$ cat src/rtl/row_min_tracker.sv
// Serial min/sub-min tracker for one LDPC check-node row: takes DEG magnitude/sign
// pairs over valid/ready and presents min, second min, min position and sign product.
module row_min_tracker #(
  parameter int WIDTH = 7,
  parameter int DEG   = 24,
  parameter int IDX_W = 5
) (
  input  logic             clk,
  input  logic             rst_n,
  input  logic             in_valid,
  output logic             in_ready,
  input  logic [WIDTH-1:0] in_mag,
  input  logic             in_sign,
  output logic             out_valid,
  input  logic             out_ready,
  output logic [WIDTH-1:0] min_v,
  output logic [WIDTH-1:0] submin_v,
  output logic [IDX_W-1:0] min_idx,
  output logic             sign_prod
);

  typedef enum logic {ACC, HOLD} state_t;

  state_t           state, state_nxt;
  logic [IDX_W-1:0] cnt;
  logic             accept;
  logic             last;

  assign in_ready  = (state == ACC);
  assign out_valid = (state == HOLD);
  assign accept    = in_valid & in_ready;
  assign last      = (cnt == IDX_W'(DEG - 1));

  always_ff @(posedge clk or negedge rst_n) begin
    if (!rst_n) state <= ACC;
    else        state <= state_nxt;
  end

  always_comb begin
    state_nxt = state;
    case (state)
      ACC:     if (accept && last) state_nxt = HOLD;
      HOLD:    if (out_ready)      state_nxt = ACC;
      default: state_nxt = ACC;
    endcase
  end

  // Accumulation: first element seeds the row; ties keep the earliest position
  // and push the equal magnitude into the sub-min slot.
  always_ff @(posedge clk or negedge rst_n) begin
    if (!rst_n) begin
      cnt       <= '0;
      min_v     <= '0;
      submin_v  <= '0;
      min_idx   <= '0;
      sign_prod <= 1'b0;
    end else if (accept) begin
      if (cnt == '0) begin
        min_v     <= in_mag;
        submin_v  <= '1;
        min_idx   <= '0;
        sign_prod <= in_sign;
      end else begin
        if (in_mag < min_v) begin
          submin_v <= min_v;
          min_v    <= in_mag;
          min_idx  <= cnt;
        end else if (in_mag < submin_v) begin
          submin_v <= in_mag;
        end
        sign_prod <= sign_prod ^ in_sign;
      end
      cnt <= last ? '0 : cnt + 1'b1;
    end
  end

endmodule

$ cat config.mk
export PLATFORM = sky130hd
export DESIGN_NAME = row_min_tracker
export DESIGN_NICKNAME = d
export VERILOG_FILES = /design/src/rtl/row_min_tracker.sv
export SDC_FILE = /design/constraint.sdc
export NUM_CORES = 1
export LEC_CHECK = 0
export ABC_AREA = 1
export CORE_MARGIN = 3
export CORE_UTILIZATION = 54
export CTS_CLUSTER_SIZE = 30
export DETAILED_ROUTE_END_ITERATION = 16
export GPL_TIMING_DRIVEN = 0
export PLACE_DENSITY = 0.84
export SYNTH_ARGS = -nofsm -noshare
export SYNTH_HDL_FRONTEND = slang
export SYNTH_SLANG_ARGS = --single-unit
$ cat constraint.sdc
create_clock -name clk -period 3.9 [get_ports clk]
set_input_delay 0.585 -clock clk [delete_from_list [all_inputs] [get_ports clk]]
set_output_delay 0.585 -clock clk [all_outputs]
set_load 0.01 [all_outputs]
# Word level (Yosys, flattened, before mapping)
# Cells that the tools add are included.
# op_classes
add_sub_neg	1
n_lt_le_gt_ge	2
n_eq_ne	1
mux	12
bitwise_logic	3
n_reduce_logical	6
# ops
operator	n
7-bit 2-to-1 mux	5
5-bit 2-to-1 mux	3
7-bit < comparator	2
5-bit by 1-bit adder with 5-bit output (second input constant)	1
5-bit == test (second input constant)	1
5-bit zero test	1
2-bit AND reduction	2
1-bit 2-to-1 mux	3
3-bit nonzero test	1
1-bit one-hot mux with 2 select lines	1
2-bit nonzero test	1
1-bit bitwise AND	1
1-bit logical AND	1
1-bit NOT	1
1-bit XOR	1
# totals
reg_bits	26
in_bits	12
out_inout_bits	22
elab_cells	31

# Longest topological paths before layout
# depth
ltp_word	5
ltp_mapped	12
depth_no_buf	12

# Worst setup path before layout
# OpenSTA, ideal clock, no wires.
# synth_timing
path_kind	in2reg
from	input port in_mag[6]
to	register min_v[1]
setup_time_ns	0.126
arrival_time_ns	1.679
required_ns	3.774
setup_slack_ns	2.095
cell_stages	8
n_path_buf	1
cell_sequence	ha_1 nand2_1 inv_2 a21oi_4 nand3_4 nand2_4 buf_8 o21ai_0
# synth_between
elab_chain_len	3
# synth_lines
element	line_no	source
from (decl)	12	input logic [WIDTH-1:0] in_mag,
7-bit < comparator	64	if (in_mag < min_v) begin
2-bit nonzero test (no source line)	n/a	
2-bit AND reduction (no source line)	n/a	
to (signal assigned)	59	min_v <= in_mag;
to (signal assigned)	66	min_v <= in_mag;
to (decl)	16	output logic [WIDTH-1:0] min_v,
# Every way passes these cells.
# A chain may end at the register's enable or synchronous reset.

# Worst setup path in the final report
# layout_timing
from	input port in_mag[6]
to	register min_v[2]
# Same word-level chain as after synthesis.

==> results_dict.tcl <==
set metrics [dict create \
    post_cts_buffers 0 \
    switchingPower_uw 680 \
    dp_cells 262 \
    cts-root-buf "clkbuf_4" \
    via_per_inst 5.27 \
    min_from "min_idx[4]$_DFFE_PN0P_" \
    final_nets 262 \
    cp-end-kind "register" \
    ys_seq_area_share_pct 40.9 \
    cts_tree "yes" \
    row_count 19 \
    die_x_um 60.3 \
    netlist_area_mm2 0.00159 \
    gp_congestion 0.811 \
    criticalPathCategory "in -> reg" \
    ctsResizeCount 0 \
    grt_util_met2_pct 35.6 \
    rrSetupSlack_ns 2.03 \
    relSlewSlack_pct 20.9 \
    r2r_cells 9 \
    wl_um 3430 \
    power_frac_clock_pct 12.0 \
    ant_nets 0 \
    synth.distinct_cells 22 \
    p_sw_share_pct 42.5 \
    io_buffers 33 \
    status "completed" \
    layout_setup_ws_ns 1.73 \
    rsz0062_at_grt "false" \
    fin_cells 266 \
    dr_total_vias 1401 \
    syn_inst 198 \
    combPwrFrac_pct 56.6 \
    critPathArrivalTime_ns 2.40 \
    peakVddDrop_v 0.000547 \
    areaGrowthSynthToFinish_pct 26.5 \
    p_int_uw 918 \
    leakagePower_uw 0.00103 \
    cts-hold-fix-buffers 0 \
    ys.flop_type "dfrtp_1" \
    mostFrequentLayoutCells "nand2_1, clkdlybuf4s50_1, nand3_1, dfrtp_1, inv_1" \
    min_to "min_idx[4]$_DFFE_PN0P_" \
    pwr_density_cell_mw_per_mm2 794 \
    cts_num_sinks 26 \
    clock.fmax_mhz 460 \
    synth_seq_cells 26 \
    ioPinCount 34 \
    wl_per_cell_um 12.9 \
    grt-ovfl-total 0 \
    pwr-share-seq_pct 31.4 \
    crit_required_ns 4.12 \
    regToRegEndpoint "min_v[2]$_DFFE_PN0P_" \
    synth_edf_count 0 \
    power_uw 1600 \
    hold_path_depth 2 \
    synth_top_area_cell "dfrtp_1" \
    place_ws_ns 1.38 \
    drc 0 \
    grt_pass1_wl_um 5920 \
    grtUsageTotal_pct 21.7 \
    max-cap-violations 0 \
    grtUsageMet1_pct 28.4 \
    clock_skew_ns 0.00611 \
    use_met3_pct 3.24 \
    grt_busiest_layer "met2" \
    tightest_slew_ns 1.18 \
    r2r-start "min_v[6]$_DFFE_PN0P_" \
    hold_class "reg -> reg" \
    clk_transition_reported_paths_ns 0.15 \
    grt_antenna_before_repair 0 \
    async_flop_share_pct 100 \
    crit_fanout 10 \
    dp_hpwl_um 2530 \
    insertion_delay_ns 0.34 \
    numCtsBuffers 3 \
    ys_warn_count 0 \
    timing.final.crit_share_pct 55.7 \
    coreArea_mm2 0.00278 \
    synth_top_area_share_pct 40.9 \
    maxSlewViolCount 0 \
    fin_tns_setup_ns 0 \
    layout_commonest_cell "nand2_1" \
    die-area_mm2 0.00363 \
    synth_nets 224 \
    critPathLaunchType "input pin" \
    die_h_um 60.3 \
    synth.area.top_cells "dfrtp_1, nand2_1, ha_1, nand3_1, inv_1" \
    drt-pass1-iter-count 4 \
    syn_area_per_cell_um2 8.03 \
    layout-drive-gt1-share_pct 7.23 \
    period_needed_ns 2.17 \
    grt_pass1_vias 1367 \
    cts_buffer_depth 2 \
    dr.first_iter.drc_count 47 \
    finalSetupViolCount 0 \
    start_util_pct 57.2 \
    h-tree-depth 1 \
    hold_viol_final 0 \
    diodes 0 \
    grt_max_degree 27 \
]
[layer usage]
layer | vias to the layer above | wire, µm
li1 | 725 | -
met1 | 625 | 1660
met2 | 44 | 1560
met3 | 7 | 141
met4 | 0 | 64
met5 | - | 0
[sequential cells by signal, summed over array words and instances (netlist names)]
signal and cells:
out_valid 1, submin_v 7, min_v 7, min_idx 5
cnt 5, sign_prod 1
[synthesized netlist by cell type (2+ instances only)]
| master | count |
|---|---|
| nand3_4 | 2 |
| nand3_1 | 27 |
| buf_2 | 2 |
| ha_1 | 14 |
| o21ai_0 | 9 |
| a21oi_1 | 5 |
| nand4_1 | 8 |
| inv_2 | 2 |
| xor2_1 | 2 |
| nor2_1 | 3 |
| inv_1 | 25 |
| dfrtp_1 | 26 |
| nand2_1 | 64 |
[worst max-delay path by stage]
stage	depth (start not counted)	from	end	slack, ns
final	9	in_mag[6]	min_v[2]$_DFFE_PN0P_	1.73
after global routing	10	in_mag[5]	submin_v[3]$_DFFE_PN0P_	1.61
after CTS	10	in_mag[6]	min_idx[0]$_DFFE_PN0P_	1.74
after detailed placement	9	in_mag[6]	min_v[2]$_DFFE_PN0P_	1.38
after global placement	9	in_mag[6]	min_v[2]$_DFFE_PN0P_	1.38
after floorplan	8	in_mag[6]	min_v[1]$_DFFE_PN0P_	2.09
[through the flow]
step | hold slack (ns) | utilization (%) | cell area, µm²
4_1_cts | 0.535 | 72.3 | 2010
3_5_place_dp | 0.501 | 70.4 | 1960
3_3_place_gp | 0.490 | 70.4 | 1960
6_report | 0.530 | 72.3 | 2010
5_1_grt | 0.553 | 72.3 | 2010
2_1_floorplan | 0.289 | - | 1590
[logic make-up (layout without fill, tap and decap cells)]
group,after synthesis,after routing,share of synthesized area (%)
xor gates and xnor gates,3,3,1.65
and+or+nand+nor,108,108,32.2
buffers and inverters,31,68,8.42
AOI/OAI and AO/OA,16,16,5.82
DFF,26,26,40.9
adders and majority gates,14,14,11.0
[critical path: stages]
cell and delay (ns):
clkdlybuf4s50_1 0.47, ha_1 0.33, nand2_1 0.12, inv_2 0.06, a21oi_4 0.29, nand3_4 0.16
nand2_4 0.14, buf_8 0.15, o21ai_0 0.09
[power by group through the flow]
stage	Clock [µW]	Combinational, µW	Sequential, µW
after floorplan	0	524	537
after global placement	0	880	504
after detailed placement	0	905	506
after CTS	197	913	501
after global routing	204	1030	517
final	192	904	501
[final cells by class]
type,count,area [µm²]
plain buffers,4,32.5
clock buffers,3,22.5
clock inverters,1,30.0
fillers,229,769
inverters,27,101
multi-input cells,141,806
flip-flops and latches,26,651
well taps,31,38.8
repair buffers,33,330
(Power assumes the default switching activity.)
==> RTL change 1, RTL diff (config.mk and constraints unchanged) <==
Change the parameter `WIDTH` from 7 to 8.
--- a/src/rtl/row_min_tracker.sv
+++ b/src/rtl/row_min_tracker.sv
@@ -1,7 +1,7 @@
 // Serial min/sub-min tracker for one LDPC check-node row: takes DEG magnitude/sign
 // pairs over valid/ready and presents min, second min, min position and sign product.
 module row_min_tracker #(
-  parameter int WIDTH = 7,
+  parameter int WIDTH = 8,
   parameter int DEG   = 24,
   parameter int IDX_W = 5
 ) (
Ports: changed (resized in_mag, min_v and submin_v); port bits go from 34 to 37. The function was not compared with the original's and may differ.
==> RTL change 1 against the unedited design <==
Synthesized cell count rose by 5.6%. Core utilization decreased by 0.30 points. Clock skew down 0.00083 ns. Global-route usage decreased by 0.94 points. Sequential share of layout area shrank 0.74 points. Wire length up 15%. Fmax fell by 3.4%. Sequential cell count is 2 higher. Hold slack lost 0.29 ns. Power grew 11%. Worst setup slack lost 0.076 ns. Synthesized area up 10%. Final area increased by 10%. Critical endpoint is now submin_v[1]. Highest routed layer unchanged.
==> RTL change 1: results (changes against the unedited design) <==
| Metric | Value |
|---|---|
| Post-Synth XOR/XNOR Area | `0.0150 (was 0.0165)` |
| P per Cell Area | `798 nW/um2 (was 794 nW/um2)` |
| Largest cells by area after synthesis | `dfrtp_1, nand2_1, ha_1 (unchanged)` |
| Mapped Avg Cell Area | `8.39 um2 (was 8.03 um2)` |
| Library cells used by synthesis | `29 (was 22)` |
| I/O Buffers | `36 (was 33)` |
| Max-Slew Margin vs Limit | `0.582 (was 0.209)` |
| Reg2Reg Setup Slack | `1.97 ns (was 2.03 ns)` |
| Sequential fraction of the synthesis area | `0.399 (was 0.409)` |
| Compound-Gate Fraction of Synth Area | `0.0699 (was 0.0582)` |
| Routability cong. | `0.876 (was 0.811)` |
| Multi-input gate count | `151 (was 141)` |
| Via count | `1553 (was 1401)` |
| Largest net degree at the start of global routing | `29 (was 27)` |
| Sequential cell count | `28 (was 26)` |
| Vias per cell | `5.30 (was 5.27)` |
| Slowest cell delay on critical path | `0.50 ns (was 0.47 ns)` |
| Clk pwr share | `0.111 (was 0.120)` |
| Async SR Flop Fraction | `1.00 (unchanged)` |
| R2R Path Start | `min_v[5] (was min_v[6])` |
| Crit Reg-Reg Endpoint | `submin_v[1] (was min_v[2])` |
| Inserted Diodes | `0 (unchanged)` |
| Post-synthesis net count | `238 (was 224)` |
| Worst VDD drop | `0.402 mV (was 0.547 mV)` |
| Leakage | `0.00111 uW (was 0.00103 uW)` |
| Status | `complete, no violations (unchanged)` |
| Max Fclk | `445 MHz (was 460 MHz)` |
| Total global-route track usage | `0.207 (was 0.217)` |
| Worst Setup SP | `in_mag[7] (was in_mag[6])` |
| Multi-input combinational area share | `0.413 (was 0.400)` |
| DP HPWL | `2.92 mm (was 2.53 mm)` |
| Top cells by count, synth | `nand2_1, nand3_1, dfrtp_1 (unchanged)` |
| Sequential cell area share | `0.316 (was 0.323)` |
| Min Hold Slack | `0.238 ns (was 0.530 ns)` |
| First DRT Iteration DRCs | `91 (was 47)` |
| Share of post-route cells with drive strength above 1 | `0.104 (was 0.0723)` |
| Register Area | `701 um2 (was 651 um2)` |
| Area grow syn2layout | `26.4% (was 26.5%)` |
| CP arrival | `2.50 ns (was 2.40 ns)` |
| Largest regs | `min_v: 8 flops, submin_v: 8 flops (was min_v: 7 flops, submin_v: 7 flops)` |
| Clock skew | `0.00527 ns (was 0.00611 ns)` |
| Placed instance count | `289 (was 262)` |
| Final WL | `3.95 mm (was 3.43 mm)` |
| Non-clk invs | `25 (was 27)` |
| Non-clk bufs | `41 (was 37)` |
| Nets | `279 (was 262)` |
| Worst reg-to-reg path cell count | `11 (was 9)` |
| Internal power | `1010 uW (was 918 uW)` |
| Post-synthesis adder-cell area fraction | `0.114 (was 0.110)` |
| Global-route wire length before repair | `6.65 mm (was 5.92 mm)` |
| Sequential power share | `0.304 (was 0.314)` |
| Hold Path Class | `in2async (was reg2reg)` |
[RTL change 1: changes by cell type in the layout (fill, tap and decap cells not counted), sizes merged, moves of 2 or more]
cell / unedited run / this run
clkdlybuf4s50: 33 / 35
inv: 27 / 25
nand4: 9 / 2
nor2: 3 / 5
a21oi: 6 / 8
nand3: 30 / 37
ha: 14 / 16
dfrtp: 26 / 28
[RTL change 1: worst register-to-register path, cell delays in order (launching register included)]
cell	delay, ns
dfrtp_1	0.42
inv_1	0.07
ha_1	0.30
a21oi_1	0.14
o21a_1	0.12
buf_4	0.19
nand2_8	0.11
nand2_8	0.12
nand2_8	0.09
buf_8	0.16
nand3_1	0.08
nand2_1	0.06
[RTL change 1: routing by layer]
layer  vias up  wire length [um]  GRT usage
li1        761                 -          -
met2        52              1880      0.332
met3         4               222     0.0180
met4         0                40     0.0826
met1       736              1800      0.289
met5         -                 0          0
==> RTL change 2, RTL diff (same settings) <==
Without the edit above. Compare `cnt` against `IDX_W'(DEG - 1)` with >= in place of ==.
--- a/src/rtl/row_min_tracker.sv
+++ b/src/rtl/row_min_tracker.sv
@@ -29,7 +29,7 @@
   assign in_ready  = (state == ACC);
   assign out_valid = (state == HOLD);
   assign accept    = in_valid & in_ready;
-  assign last      = (cnt == IDX_W'(DEG - 1));
+  assign last      = (cnt >= IDX_W'(DEG - 1));
 
   always_ff @(posedge clk or negedge rst_n) begin
     if (!rst_n) state <= ACC;
Behaviour: no difference found for any inputs over 10 cycles, from zero or initial values and one cycle with rst_n low; that may be too few to reach the edited logic, so the function may still have changed.
==> RTL change 2 against the unedited design <==
Synthesized area grew 1.2%. Sequential cell count is the same. Final area grew 0.93%. Worst setup slack lost 0.016 ns. Wire length grew 2.9%. Power grew 4.1%. Non-clock buffer count is the same. Critical path type unchanged.
==> RTL change 2: results (changes against the unedited design) <==
| Metric | Value |
|---|---|
| Hold Path Class | `reg2reg (unchanged)` |
| DP HPWL | `2.59 mm (was 2.53 mm)` |
| Library cells used by synthesis | `27 (was 22)` |
| Global-route wire length before repair | `6.04 mm (was 5.92 mm)` |
| Post-synthesis net count | `228 (was 224)` |
| H-tree levels | `1 (unchanged)` |
| PostCTS Resize Cnt | `0 (unchanged)` |
| CTS hold repair buffers | `0 (unchanged)` |
| First DRT Iteration DRCs | `64 (was 47)` |
| Vias in the first global route | `1362 (was 1367)` |
| Inserted Diodes | `0 (unchanged)` |
| Largest net degree at the start of global routing | `27 (unchanged)` |
| Fill count | `231 (was 229)` |
| Status | `complete, no violations (unchanged)` |
| I/O Buffers | `33 (unchanged)` |
| Sequential fraction of the synthesis area | `0.404 (was 0.409)` |
| Largest regs | `min_v: 7 flops, submin_v: 7 flops (unchanged)` |
| Final WL | `3.53 mm (was 3.43 mm)` |
| Max Buffers Root-to-Sink | `2 (unchanged)` |
| CP Max Fanout | `10 (unchanged)` |
| Largest cells by area after synthesis | `dfrtp_1, nand2_1, ha_1 (unchanged)` |
| Antenna violations before repair | `0 (unchanged)` |
| Post-Syn Instances | `202 (was 198)` |
| DR pass1 iterations | `4 (unchanged)` |
| Vias per cell | `5.49 (was 5.27)` |
| CP arrival | `2.46 ns (was 2.40 ns)` |
| Total global-route track usage | `0.219 (was 0.217)` |
| Routability cong. | `0.793 (was 0.811)` |
| Clock Pin Slew Worst Setup and Hold Paths | `0.14 ns` |
| Max-Slew Margin vs Limit | `0.225 (was 0.209)` |
| Sw Share | `0.436 (was 0.425)` |
| Synth Warn # | `0 (unchanged)` |
| Root buffer cell | `clkbuf_4 (unchanged)` |
| Share of post-route cells with drive strength above 1 | `0.0753 (was 0.0723)` |
| CTS Buf Count | `3 (unchanged)` |
| Async SR Flop Fraction | `1.00 (unchanged)` |
| Top cells by count, synth | `nand2_1, inv_1, nand3_1 (was nand2_1, nand3_1, dfrtp_1)` |
| Post-CTS Setup Bufs | `0 (unchanged)` |
| Worst VDD drop | `0.425 mV (was 0.547 mV)` |
| Clock skew | `0.00732 ns (was 0.00611 ns)` |
| Worst-Skew Late Latency | `0.33 ns` |
| Non-filler cells in the finished layout | `270 (was 266)` |
| Leakage | `0.00105 uW (was 0.00103 uW)` |
[RTL change 2: power by group through the flow]
stage / Combinational (uW) / Sequential [uW] / Clock [uW]
finish: 975 / 501 / 188
detailed placement: 966 / 507 / 0
global route: 1110 / 521 / 198
CTS: 976 / 500 / 191
floorplan: 572 / 535 / 0
global placement: 942 / 502 / 0
[RTL change 2: cell type report]
type,count,share of cell area
inverter,29,0.0536
sequential,26,0.320
clock inverter,1,0.0148
timing repair buffer,33,0.163
clock buffer,3,0.0111
multi-input combinational,143,0.404
buffer,4,0.0142
tap,31,0.0191
[RTL change 2: cell families after synthesis]
kind of cell               count (synthesis)  synth area share
and+or+nand+nor                          109             0.321
buffers and inverters                     33            0.0855
DFF                                       26             0.404
AOI/OAI and AO/OA                         18            0.0692
adders and majority gates                 14             0.109
xor gates and xnor gates                   2            0.0109
[RTL change 2: path summary, 6_finish.rpt]
kind / depth (start not counted) / slack [ns] / endpoint / start
worst max-delay path: 10 / 1.71 / min_idx[1] / in_mag[6]
worst min-delay path: 2 / 0.53 / min_idx[1] / min_idx[1]
worst max register to register: 10 / 2.04 / min_idx[1] / min_v[4]
worst min register to register: 2 / 0.53 / min_idx[1] / min_idx[1]
max in group asynchronous: 1 / 2.36 / out_valid / rst_n
min in group asynchronous: 1 / 0.86 / min_v[4] / rst_n
[RTL change 2: metal layers]
layer	global-route usage	vias up	share of wire
met2	0.333	54	0.46
met4	0.0960	0	0.012
met3	0.0277	5	0.063
li1	-	739	-
met5	0	-	0
met1	0.312	683	0.47
[RTL change 2: metrics by stage]
step	setup slack, ns	total power [uW]	area (um2)	utilization	hold slack, ns
after detailed placement	1.37	1470	1980	0.705	0.494
after CTS	1.73	1670	2030	0.724	0.529
after global routing	1.57	1830	2030	0.724	0.560
final	1.71	1660	2030	0.724	0.526
after floorplan	2.09	1110	1610	-	0.289
after global placement	1.39	1440	1980	0.705	0.492
[RTL change 2: critical path: stages]
cell and delay (ns):
clkdlybuf4s50_1 0.48, ha_1 0.35, nand2_2 0.09, inv_2 0.04
a21oi_4 0.30, nand3_4 0.16, nand2_4 0.14, buf_6 0.16
nand3_1 0.08, nand2_1 0.07
